--- config.mk ---
export PLATFORM = sky130hd
export DESIGN_NAME = vga_text_update_ctrl
export DESIGN_NICKNAME = d
export VERILOG_FILES = /design/src/rtl/vga_text_update_ctrl.sv
export SDC_FILE = /design/constraint.sdc
export NUM_CORES = 1
export LEC_CHECK = 0
export ABC_AREA = 1
export BUFFER_PORTS_ARGS = -buffer_cell sky130_fd_sc_hd__buf_2
export CAP_MARGIN = 20
export CORE_UTILIZATION = 28
export DETAILED_ROUTE_END_ITERATION = 10
export SLEW_MARGIN = 20
export SYNTH_ARGS = -nofsm -noshare
export SYNTH_HDL_FRONTEND = slang
export SYNTH_SLANG_ARGS = --single-unit
--- constraint.sdc ---
create_clock -name i_clk_27 -period 2.29 [get_ports i_clk_27]
set_clock_uncertainty 0.1 [all_clocks]
set_input_delay 0.229 -clock i_clk_27 [delete_from_list [all_inputs] [get_ports i_clk_27]]
set_output_delay 0.229 -clock i_clk_27 [all_outputs]
set_load 0.01 [all_outputs]
--- src/rtl/vga_text_update_ctrl.sv ---
// Write-side sequencer for the 80x30 text DDRAM: clears it after reset, then
// renders the BAM channel status line during vertical blanking on request.
module vga_text_update_ctrl (
  input  logic        i_clk_27,
  input  logic        i_arst,
  input  logic        i_on,
  input  logic        i_req,
  input  logic        i_vblank,
  input  logic        i_channel_alive,
  input  logic [6:0]  i_mapped_dc,
  input  logic [2:0]  i_prescaler_mode,
  output logic        o_busy,
  output logic        o_done,
  output logic        o_wr_en,
  output logic [11:0] o_wr_addr,
  output logic [7:0]  o_wr_data
);

  localparam int unsigned TEXT_LENGTH = 49;
  localparam int unsigned DDRAM_CELLS = 2400;
  localparam int unsigned ADDR_W      = 12;
  localparam logic [7:0]  BLANK_CODE  = 8'hFF;

  localparam logic [ADDR_W-1:0] LAST_CLR = ADDR_W'(DDRAM_CELLS - 1);
  localparam logic [ADDR_W-1:0] LAST_TXT = ADDR_W'(TEXT_LENGTH - 1);

  // Character codes used by the status line
  localparam logic [7:0] C_D     = 8'd3;
  localparam logic [7:0] C_C     = 8'd2;
  localparam logic [7:0] C_E     = 8'd4;
  localparam logic [7:0] C_M     = 8'd12;
  localparam logic [7:0] C_O     = 8'd14;
  localparam logic [7:0] C_P     = 8'd15;
  localparam logic [7:0] C_R     = 8'd17;
  localparam logic [7:0] C_S     = 8'd18;
  localparam logic [7:0] C_DIG0  = 8'd26;
  localparam logic [7:0] C_HASH  = 8'd36;
  localparam logic [7:0] C_COLON = 8'd37;
  localparam logic [7:0] C_PCT   = 8'd38;
  localparam logic [7:0] C_COMMA = 8'd39;
  localparam logic [7:0] C_SPACE = 8'd40;

  typedef enum logic [2:0] {
    ST_CLEAR   = 3'd0,
    ST_IDLE    = 3'd1,
    ST_LATCH   = 3'd2,
    ST_DIV     = 3'd3,
    ST_WAIT_VB = 3'd4,
    ST_WRITE   = 3'd5,
    ST_DONE    = 3'd6
  } state_e;

  state_e            state_q, state_d;
  logic [ADDR_W-1:0] cnt_q, cnt_d;
  logic              pending_q, pending_d;
  logic              alive_q, alive_d;
  logic [2:0]        mode_q, mode_d;
  logic              hund_q, hund_d;
  logic [3:0]        tens_q, tens_d;
  logic [3:0]        units_q, units_d;
  logic [6:0]        rem_q, rem_d;
  logic              busy_q, busy_d;
  logic              done_q, done_d;
  logic              wr_en_q, wr_en_d;
  logic [ADDR_W-1:0] wr_addr_q, wr_addr_d;
  logic [7:0]        wr_data_q, wr_data_d;

  logic [6:0]        dc_clamp_c;
  logic [7:0]        text_code_c;

  assign o_busy    = busy_q;
  assign o_done    = done_q;
  assign o_wr_en   = wr_en_q;
  assign o_wr_addr = wr_addr_q;
  assign o_wr_data = wr_data_q;

  assign dc_clamp_c = (i_mapped_dc > 7'd100) ? 7'd100 : i_mapped_dc;

  // State register
  always_ff @(posedge i_clk_27 or negedge i_arst) begin
    if (!i_arst) state_q <= ST_CLEAR;
    else         state_q <= state_d;
  end

  // Next-state logic; display disable overrides everything
  always_comb begin
    state_d = state_q;
    if (!i_on) begin
      state_d = ST_IDLE;
    end else begin
      case (state_q)
        ST_CLEAR:   if (i_vblank && (cnt_q == LAST_CLR)) state_d = ST_IDLE;
        ST_IDLE:    if (i_req || pending_q) state_d = ST_LATCH;
        ST_LATCH:   state_d = ST_DIV;
        ST_DIV:     if (rem_q < 7'd10) state_d = ST_WAIT_VB;
        ST_WAIT_VB: if (i_vblank) state_d = ST_WRITE;
        ST_WRITE:   if (i_vblank && (cnt_q == LAST_TXT)) state_d = ST_DONE;
        ST_DONE:    state_d = (pending_q || i_req) ? ST_LATCH : ST_IDLE;
        default:    state_d = ST_IDLE;
      endcase
    end
  end

  // Status-line character for the current write index
  always_comb begin
    text_code_c = C_SPACE;
    case (cnt_q[5:0])
      6'd0:    text_code_c = C_HASH;
      6'd2:    text_code_c = C_DIG0 + 8'd1;
      6'd4:    text_code_c = C_COLON;
      6'd6:    text_code_c = C_DIG0 + {7'd0, alive_q};
      6'd8:    text_code_c = C_COMMA;
      6'd10:   text_code_c = C_D;
      6'd12:   text_code_c = C_C;
      6'd14:   text_code_c = C_COLON;
      6'd16:   text_code_c = C_DIG0 + {7'd0, hund_q};
      6'd18:   text_code_c = C_DIG0 + {4'd0, tens_q};
      6'd20:   text_code_c = C_DIG0 + {4'd0, units_q};
      6'd22:   text_code_c = C_PCT;
      6'd24:   text_code_c = C_COMMA;
      6'd26:   text_code_c = C_P;
      6'd28:   text_code_c = C_R;
      6'd30:   text_code_c = C_E;
      6'd32:   text_code_c = C_S;
      6'd34:   text_code_c = C_C;
      6'd37:   text_code_c = C_M;
      6'd39:   text_code_c = C_O;
      6'd41:   text_code_c = C_D;
      6'd43:   text_code_c = C_E;
      6'd45:   text_code_c = C_COLON;
      6'd47:   text_code_c = C_DIG0 + {5'd0, mode_q};
      default: text_code_c = C_SPACE;
    endcase
  end

  // Output and datapath next values per state
  always_comb begin
    cnt_d     = cnt_q;
    pending_d = pending_q;
    alive_d   = alive_q;
    mode_d    = mode_q;
    hund_d    = hund_q;
    tens_d    = tens_q;
    units_d   = units_q;
    rem_d     = rem_q;
    busy_d    = 1'b0;
    done_d    = 1'b0;
    wr_en_d   = 1'b0;
    wr_addr_d = wr_addr_q;
    wr_data_d = wr_data_q;

    if (!i_on) begin
      cnt_d     = '0;
      pending_d = 1'b0;
    end else begin
      // Requests outside IDLE/DONE are remembered; IDLE and DONE consume them
      if (i_req) pending_d = 1'b1;
      case (state_q)
        ST_CLEAR: begin
          busy_d = 1'b1;
          if (i_vblank) begin
            wr_en_d   = 1'b1;
            wr_addr_d = cnt_q;
            wr_data_d = BLANK_CODE;
            cnt_d     = (cnt_q == LAST_CLR) ? '0 : cnt_q + ADDR_W'(1);
          end
        end
        ST_IDLE: begin
          pending_d = 1'b0;
          cnt_d     = '0;
        end
        ST_LATCH: begin
          busy_d  = 1'b1;
          cnt_d   = '0;
          alive_d = i_channel_alive;
          mode_d  = i_prescaler_mode;
          hund_d  = (dc_clamp_c == 7'd100);
          rem_d   = (dc_clamp_c == 7'd100) ? 7'd0 : dc_clamp_c;
          tens_d  = 4'd0;
          units_d = 4'd0;
        end
        ST_DIV: begin
          busy_d = 1'b1;
          if (rem_q >= 7'd10) begin
            rem_d  = rem_q - 7'd10;
            tens_d = tens_q + 4'd1;
          end else begin
            units_d = rem_q[3:0];
          end
        end
        ST_WAIT_VB: busy_d = 1'b1;
        ST_WRITE: begin
          busy_d = 1'b1;
          if (i_vblank) begin
            wr_en_d   = 1'b1;
            wr_addr_d = cnt_q;
            wr_data_d = text_code_c;
            cnt_d     = cnt_q + ADDR_W'(1);
          end
        end
        ST_DONE: begin
          done_d    = 1'b1;
          busy_d    = pending_q || i_req;
          pending_d = 1'b0;
        end
        default: busy_d = 1'b0;
      endcase
    end
  end

  // Datapath and registered outputs
  always_ff @(posedge i_clk_27 or negedge i_arst) begin
    if (!i_arst) begin
      cnt_q     <= '0;
      pending_q <= 1'b0;
      alive_q   <= 1'b0;
      mode_q    <= 3'd0;
      hund_q    <= 1'b0;
      tens_q    <= 4'd0;
      units_q   <= 4'd0;
      rem_q     <= 7'd0;
      busy_q    <= 1'b0;
      done_q    <= 1'b0;
      wr_en_q   <= 1'b0;
      wr_addr_q <= '0;
      wr_data_q <= BLANK_CODE;
    end else begin
      cnt_q     <= cnt_d;
      pending_q <= pending_d;
      alive_q   <= alive_d;
      mode_q    <= mode_d;
      hund_q    <= hund_d;
      tens_q    <= tens_d;
      units_q   <= units_d;
      rem_q     <= rem_d;
      busy_q    <= busy_d;
      done_q    <= done_d;
      wr_en_q   <= wr_en_d;
      wr_addr_q <= wr_addr_d;
      wr_data_q <= wr_data_d;
    end
  end

endmodule
==> impl_metrics.py, run 1 <==
metrics = {
    "outcome": {
        "status": "finished clean",
    },
    "worst_hold_path": {
        "hold_path_depth": 3,
        "hold_start": "i_channel_alive",
        "min_path_type": "in -> reg",
        "holdPathEnd": "alive_q",
    },
    "yosys": {
        "synth_top_area_frac": 0.363,
        "syn_area_per_cell_um2": 7.09,
        "ys_ff_latch": 58,
        "synthesis.area_um2": 3520,
        "syn-num-nets": 520,
        "synth.area.top_cells": "dfrtp_1 (36%), nand2_1 (15%), inv_1 (6.2%)",
        "synthCells": 496,
        "ys_seq_area_frac": 0.415,
        "post-synth-top-area-cell": "dfrtp_1",
        "ys_warn_count": 0,
        "synth_cell_type_count": 38,
    },
    "global_routing": {
        "grt_overflow": 0,
        "antenna_found_initial": 0,
        "grt_pass1_wl_um": 15000,
        "grt_max_degree": 39,
        "grt_pass1_vias": 3269,
        "track_usage": 0.146,
    },
    "floorplanning": {
        "ios": 39,
        "dieArea_um2": 13000,
        "initial_core_util": 0.290,
        "die_w_um": 114,
        "die_h_um": 114,
        "core_um2": 12100,
        "num_rows": 40,
    },
    "clock_tree": {
        "clkLatencyLatePin_ps": 330,
        "numCtsBuffers": 9,
        "cts_num_sinks": 58,
        "clkTransAtPathRegs_ps": 60,
        "cts.path.max_buffers": 2,
        "cts-root-buf": "clkbuf_16",
        "htree_levels": 3,
        "cts_tree": "built",
    },
    "worst_setup_path": {
        "reg2reg_to": "o_wr_data[3]",
        "r2r_cells": 15,
        "startpoint_type": "register",
        "rrSetupSlack_ps": 190,
        "required_ps": 2450,
        "worstPathArrival_ps": 2260,
        "rr_startpoint": "cnt_q[1]",
        "endpoint_kind": "register",
        "crit_type": "reg -> reg",
        "crit_fanout": 4,
    },
    "finish": {
        "nets": 570,
        "fin_cells": 718,
        "syn_to_final_growth_pct": 23.5,
        "layout_common_cells": "nand2_1 (139), inv_1 (57), dfrtp_1 (49)",
        "final_common_cell": "nand2_1",
        "drive_gt1_frac": 0.211,
        "antenna_cells": 0,
    },
    "sta": {
        "max_freq_mhz": 477,
        "fin_crit_ps": 2100,
        "max_slew_margin": 0.632,
        "worst_pin_slew_ps": 550,
        "finalSetupViolations": 0,
        "fin_crit_sh": 0.916,
        "drv_slew": 0,
        "hold_viol": 0,
        "setup_ws_ps": 192,
    },
    "detailed_routing": {
        "dr.first_iter.drc_count": 151,
        "ant_nets": 0,
        "drt-total-wl_um": 8770,
        "wl_per_cell_um": 12.2,
        "viasPerCell": 4.64,
        "vias": 3334,
        "first_pass_iters": 5,
        "drc": 0,
    },
    "place": {
        "dp.final_hpwl_um": 6650,
        "gp_congestion": 0.900,
        "numPortBuffers": 38,
        "dp.cells": 701,
        "post-place-ws_ps": 52.6,
    },
    "power": {
        "powerDensity_nw_per_um2": 1050,
        "leakagePower_uw": 0.00219,
        "ir_drop_mv": 0.339,
        "p_total_uw": 4540,
    },
    "run": {
        "drv_cap": 0,
    },
}
## critical path, cell delays in order (launching register included)
cell and delay, ps:
dfrtp_1 410, ha_4 180, nand2_1 100, nor2_4 150, nand2_2 80, nor2_1 110
nor2_1 70, nand2_1 80, ha_1 150, inv_1 40, ha_1 260, inv_1 50
nand2_1 50, inv_1 50, nor2_1 40, a21oi_1 130
## per-layer routing
metal	up-vias	track usage	routed length [um]
met3	17	0.0344	445
met1	1538	0.190	4160
met2	88	0.234	3990
met5	-	0	0
li1	1691	-	-
met4	0	0.0597	171
## state kept, by name (all words and copies together) (netlist names)
register / flops
hund_q: 1
o_wr_addr: 12
rem_q: 7
tens_q: 4
pending_q: 1
o_wr_en: 1
mode_q: 3
cnt_q: 12
alive_q: 1
state_q: 3
o_done: 1
o_busy: 1
o_wr_data: 7
units_q: 4
## through the flow
step                 util  setup TNS (ps)  hold slack (ps)  cell area, um2
global placement    0.325               0              133            3930
global route        0.358           -6.63             21.6            4340
finish              0.358               0             9.06            4340
detailed placement  0.325               0              138            3930
floorplan               -               0             -167            3520
CTS                 0.351               0             6.96            4250
## cell type report
cell class | instances | area, um2
inverter | 69 | 259
clock inverter | 2 | 35.0
sequential | 58 | 1460
multi-input combinational | 359 | 1810
clock buffer | 13 | 270
fill | 1282 | 7770
tap | 168 | 210
timing repair buffer | 49 | 292
## worst max-delay path by stage
stage | depth (start not counted) | to | startpoint | slack, ps
detailed placement | 15 | o_wr_data[3] | cnt_q[0] | 50
floorplan | 15 | o_wr_data[3] | cnt_q[0] | 130
CTS | 15 | o_wr_data[3] | cnt_q[0] | 40
global placement | 15 | o_wr_data[3] | cnt_q[0] | 150
global route | 14 | o_wr_data[3] | cnt_q[1] | -7
finish | 15 | o_wr_data[3] | cnt_q[1] | 190
## power by group
| group | total, uW | internal [uW] | switching [uW] |
|---|---|---|---|
| logic | 1610 | 575 | 1030 |
| registers | 1540 | 1340 | 200 |
| clock network | 1380 | 923 | 461 |
| total | 4540 | 2840 | 1690 |
## logic make-up (layout without fill, tap and decap cells)
| kind of cell | count (synthesis) | in the layout | synth area share |
|---|---|---|---|
| DFF | 58 | 58 | 0.415 |
| adders and majority gates | 8 | 8 | 0.0285 |
| xor gates and xnor gates | 3 | 3 | 0.00747 |
| and+or+nand+nor | 276 | 276 | 0.342 |
| buffers and inverters | 79 | 133 | 0.0915 |
| AOI/OAI and AO/OA | 72 | 72 | 0.115 |
## cell usage after synthesis, drive strengths merged
library cell,n
nand2,147
a41oi,1
ha,8
nor2,60
o21ai,46
o31ai,3
dfstp,7
dfrtp,51
o211ai,1
o22ai,4
nand4,7
xnor2,1
xor2,2
a31oi,3
nor3,11
and2,1
inv,69
a21oi,12
buf,9
clkbuf,1
o21a,1
or2,6
nand3b,1
nand3,43
a22oi,1
## repair_timing
| action | in CTS | in global routing |
|---|---|---|
| setup buffers | 0 | 1 |
| gates resized for setup | 0 | 21 |
| setup endpoints to repair | 0 | 2 |
| hold buffers | 1 | 0 |
| hold endpoints to repair | 20 | 0 |
Note: power is estimated with default switching activity, not from simulation.
==> inputs of run 2 (changes only) <==
- PLACE_DENSITY: default -> 0.56
==> run 2 against run 1 <==
Net effect: combinational power about the same; utilization up 0.15 points; sequential share of layout area down 0.20 points; design area up 0.43%; die area unchanged; first-iteration DRC count up 2.0%; register-to-register slack worse by 40 ps; worst setup slack worse by 38 ps; clock-buffer cell count down 4.
==> impl_metrics.py, run 2 (synthesis results as in run 1) <==
metrics = {
    "power": {
        "combPwrFrac": 0.350,
        "p_sw_frac": 0.377,
        "powerDensity_nw_per_um2": 1060,
        "seqPwrFrac": 0.332,
        "p_total_uw": 4630,
        "leakagePower_uw": 0.00221,
        "p_sw_uw": 1750,
        "power_frac_clock": 0.318,
        "ir_drop_mv": 0.427,
        "p_int_uw": 2890,
    },
    "worst_setup_path": {
        "crit_fanout": 4,
        "worstPathArrival_ps": 2290,
        "crit_type": "reg -> reg",
        "cpMostUsedCell": "inv_1",
        "max_stage_delay_ps": 410,
        "crit_chain": "inv_1 -> ha_2 -> nand3_2 -> nor2_2 -> nor2_2 -> nand2_1 -> nand2_1 -> ha_1 -> inv_1 -> ha_1 -> inv_1 -> nand2_1 -> inv_1 -> nor2_1 -> a21oi_1",
        "endpoint_kind": "register",
        "required_ps": 2450,
        "r2r_cells": 15,
        "startpoint_type": "register",
        "slowest_stage": "dfrtp_1",
    },
    "clock_tree": {
        "clkTransAtPathRegs_ps": 60,
        "htree_levels": 3,
        "cts_num_sinks": 58,
        "cts-root-buf": "clkbuf_16",
        "cts_tree": "built",
        "clkLatencyLatePin_ps": 330,
        "numCtsBuffers": 9,
        "cts.path.max_buffers": 2,
    },
    "finish": {
        "nFillCells": 1324,
        "layout_common_cells": "nand2_1 (140), inv_1 (58), dfrtp_1 (51)",
        "stdcell_area_um2": 4360,
        "syn_to_final_growth_pct": 24.0,
        "drive_gt1_frac": 0.214,
        "final_common_cell": "nand2_1",
        "nets": 576,
        "fin_cells": 725,
        "postLayoutCoreUtil": 0.360,
        "antenna_cells": 0,
    },
    "place": {
        "dp.final_hpwl_um": 6650,
        "numPortBuffers": 38,
        "gp_congestion": 0.893,
        "place_area_um2": 3940,
        "dp.cells": 703,
    },
    "outcome": {
        "status": "finished clean",
    },
    "detailed_routing": {
        "drt-total-wl_um": 8940,
        "wl_met1_um": 4380,
        "wl_met3_um": 437,
        "viasPerCell": 4.61,
        "wl_met2_um": 4010,
        "drc": 0,
        "top_layer": "met4",
        "first_pass_iters": 4,
        "ant_nets": 0,
        "vias": 3340,
        "dr.first_iter.drc_count": 154,
        "wl_per_cell_um": 12.3,
    },
    "floorplanning": {
        "initial_core_util": 0.290,
        "dieArea_um2": 13000,
        "die_w_um": 114,
        "ios": 39,
        "die_h_um": 114,
        "num_rows": 40,
        "core_um2": 12100,
    },
    "sta": {
        "worst_pin_slew_ps": 775,
        "hold_viol": 0,
        "fin_crit_sh": 0.933,
        "max_slew_margin": 0.483,
        "max_freq_mhz": 468,
        "fin_crit_ps": 2140,
        "holdWs_ps": 6.63,
        "finalSetupViolations": 0,
        "drv_slew": 0,
    },
    "global_routing": {
        "grt_pass1_wl_um": 15300,
        "grt_pass1_vias": 3242,
        "track_usage": 0.150,
        "antenna_found_initial": 0,
        "grt_overflow": 0,
        "grt_max_degree": 59,
    },
    "worst_hold_path": {
        "hold_path_depth": 3,
        "min_path_type": "in -> reg",
    },
    "run": {
        "drv_cap": 0,
    },
}
run 2: final cells by class:
cell class / count / area (um2) / area share
clock inverter: 7 / 103 / 0.0235
timing repair buffer: 55 / 323 / 0.0741
clock buffer: 9 / 225 / 0.0517
sequential: 58 / 1460 / 0.335
tap: 168 / 210 / 0.0482
inverter: 69 / 259 / 0.0594
multi-input combinational: 359 / 1780 / 0.408
run 2: worst paths after layout:
check	start	endpoint	slack, ps
max in group asynchronous	i_arst	state_q[2]	1070
worst max register to register	cnt_q[0]	o_wr_data[3]	150
min in group asynchronous	i_arst	rem_q[1]	500
worst max-delay path	cnt_q[0]	o_wr_data[3]	150
worst min-delay path	i_prescaler_mode[0]	mode_q[0]	7
worst min register to register	alive_q	alive_q	380
run 2: critical path, delay by kind of cell (launching register included):
family	cells	cell delay (ps)
compound gates	1	140
fa+ha+maj	3	600
buf+inv	4	220
flops	1	410
simple gates	7	590
run 2: metal layers:
layer	vias to the layer above	global-route usage
met5	-	0
met4	0	0.0476
met3	9	0.0386
met2	78	0.233
met1	1551	0.203
li1	1702	-
run 2: repair_timing:
action                                  in CTS  in global routing
setup buffers                                0                  4
hold buffers                                 2                  0
resized for setup                            0                 11
endpoints found under the hold margin       48                  0
endpoints found under the setup margin       0                  2
run 2: stage by stage:
step	setup WS [ps]	setup TNS [ps]
after global routing	-30.7	-30.7
after floorplan	128	0
after global placement	164	0
final	154	0
after detailed placement	87.0	0
after CTS	77.0	0
run 2: power groups by stage:
stage          Sequential, uW  Combinational (uW)  Clock [uW]
2_1_floorplan            1550                1150           0
3_3_place_gp             1540                1580           0
3_5_place_dp             1550                1600           0
4_1_cts                  1540                1610        1520
5_1_grt                  1580                1870        1550
6_report                 1540                1620        1480
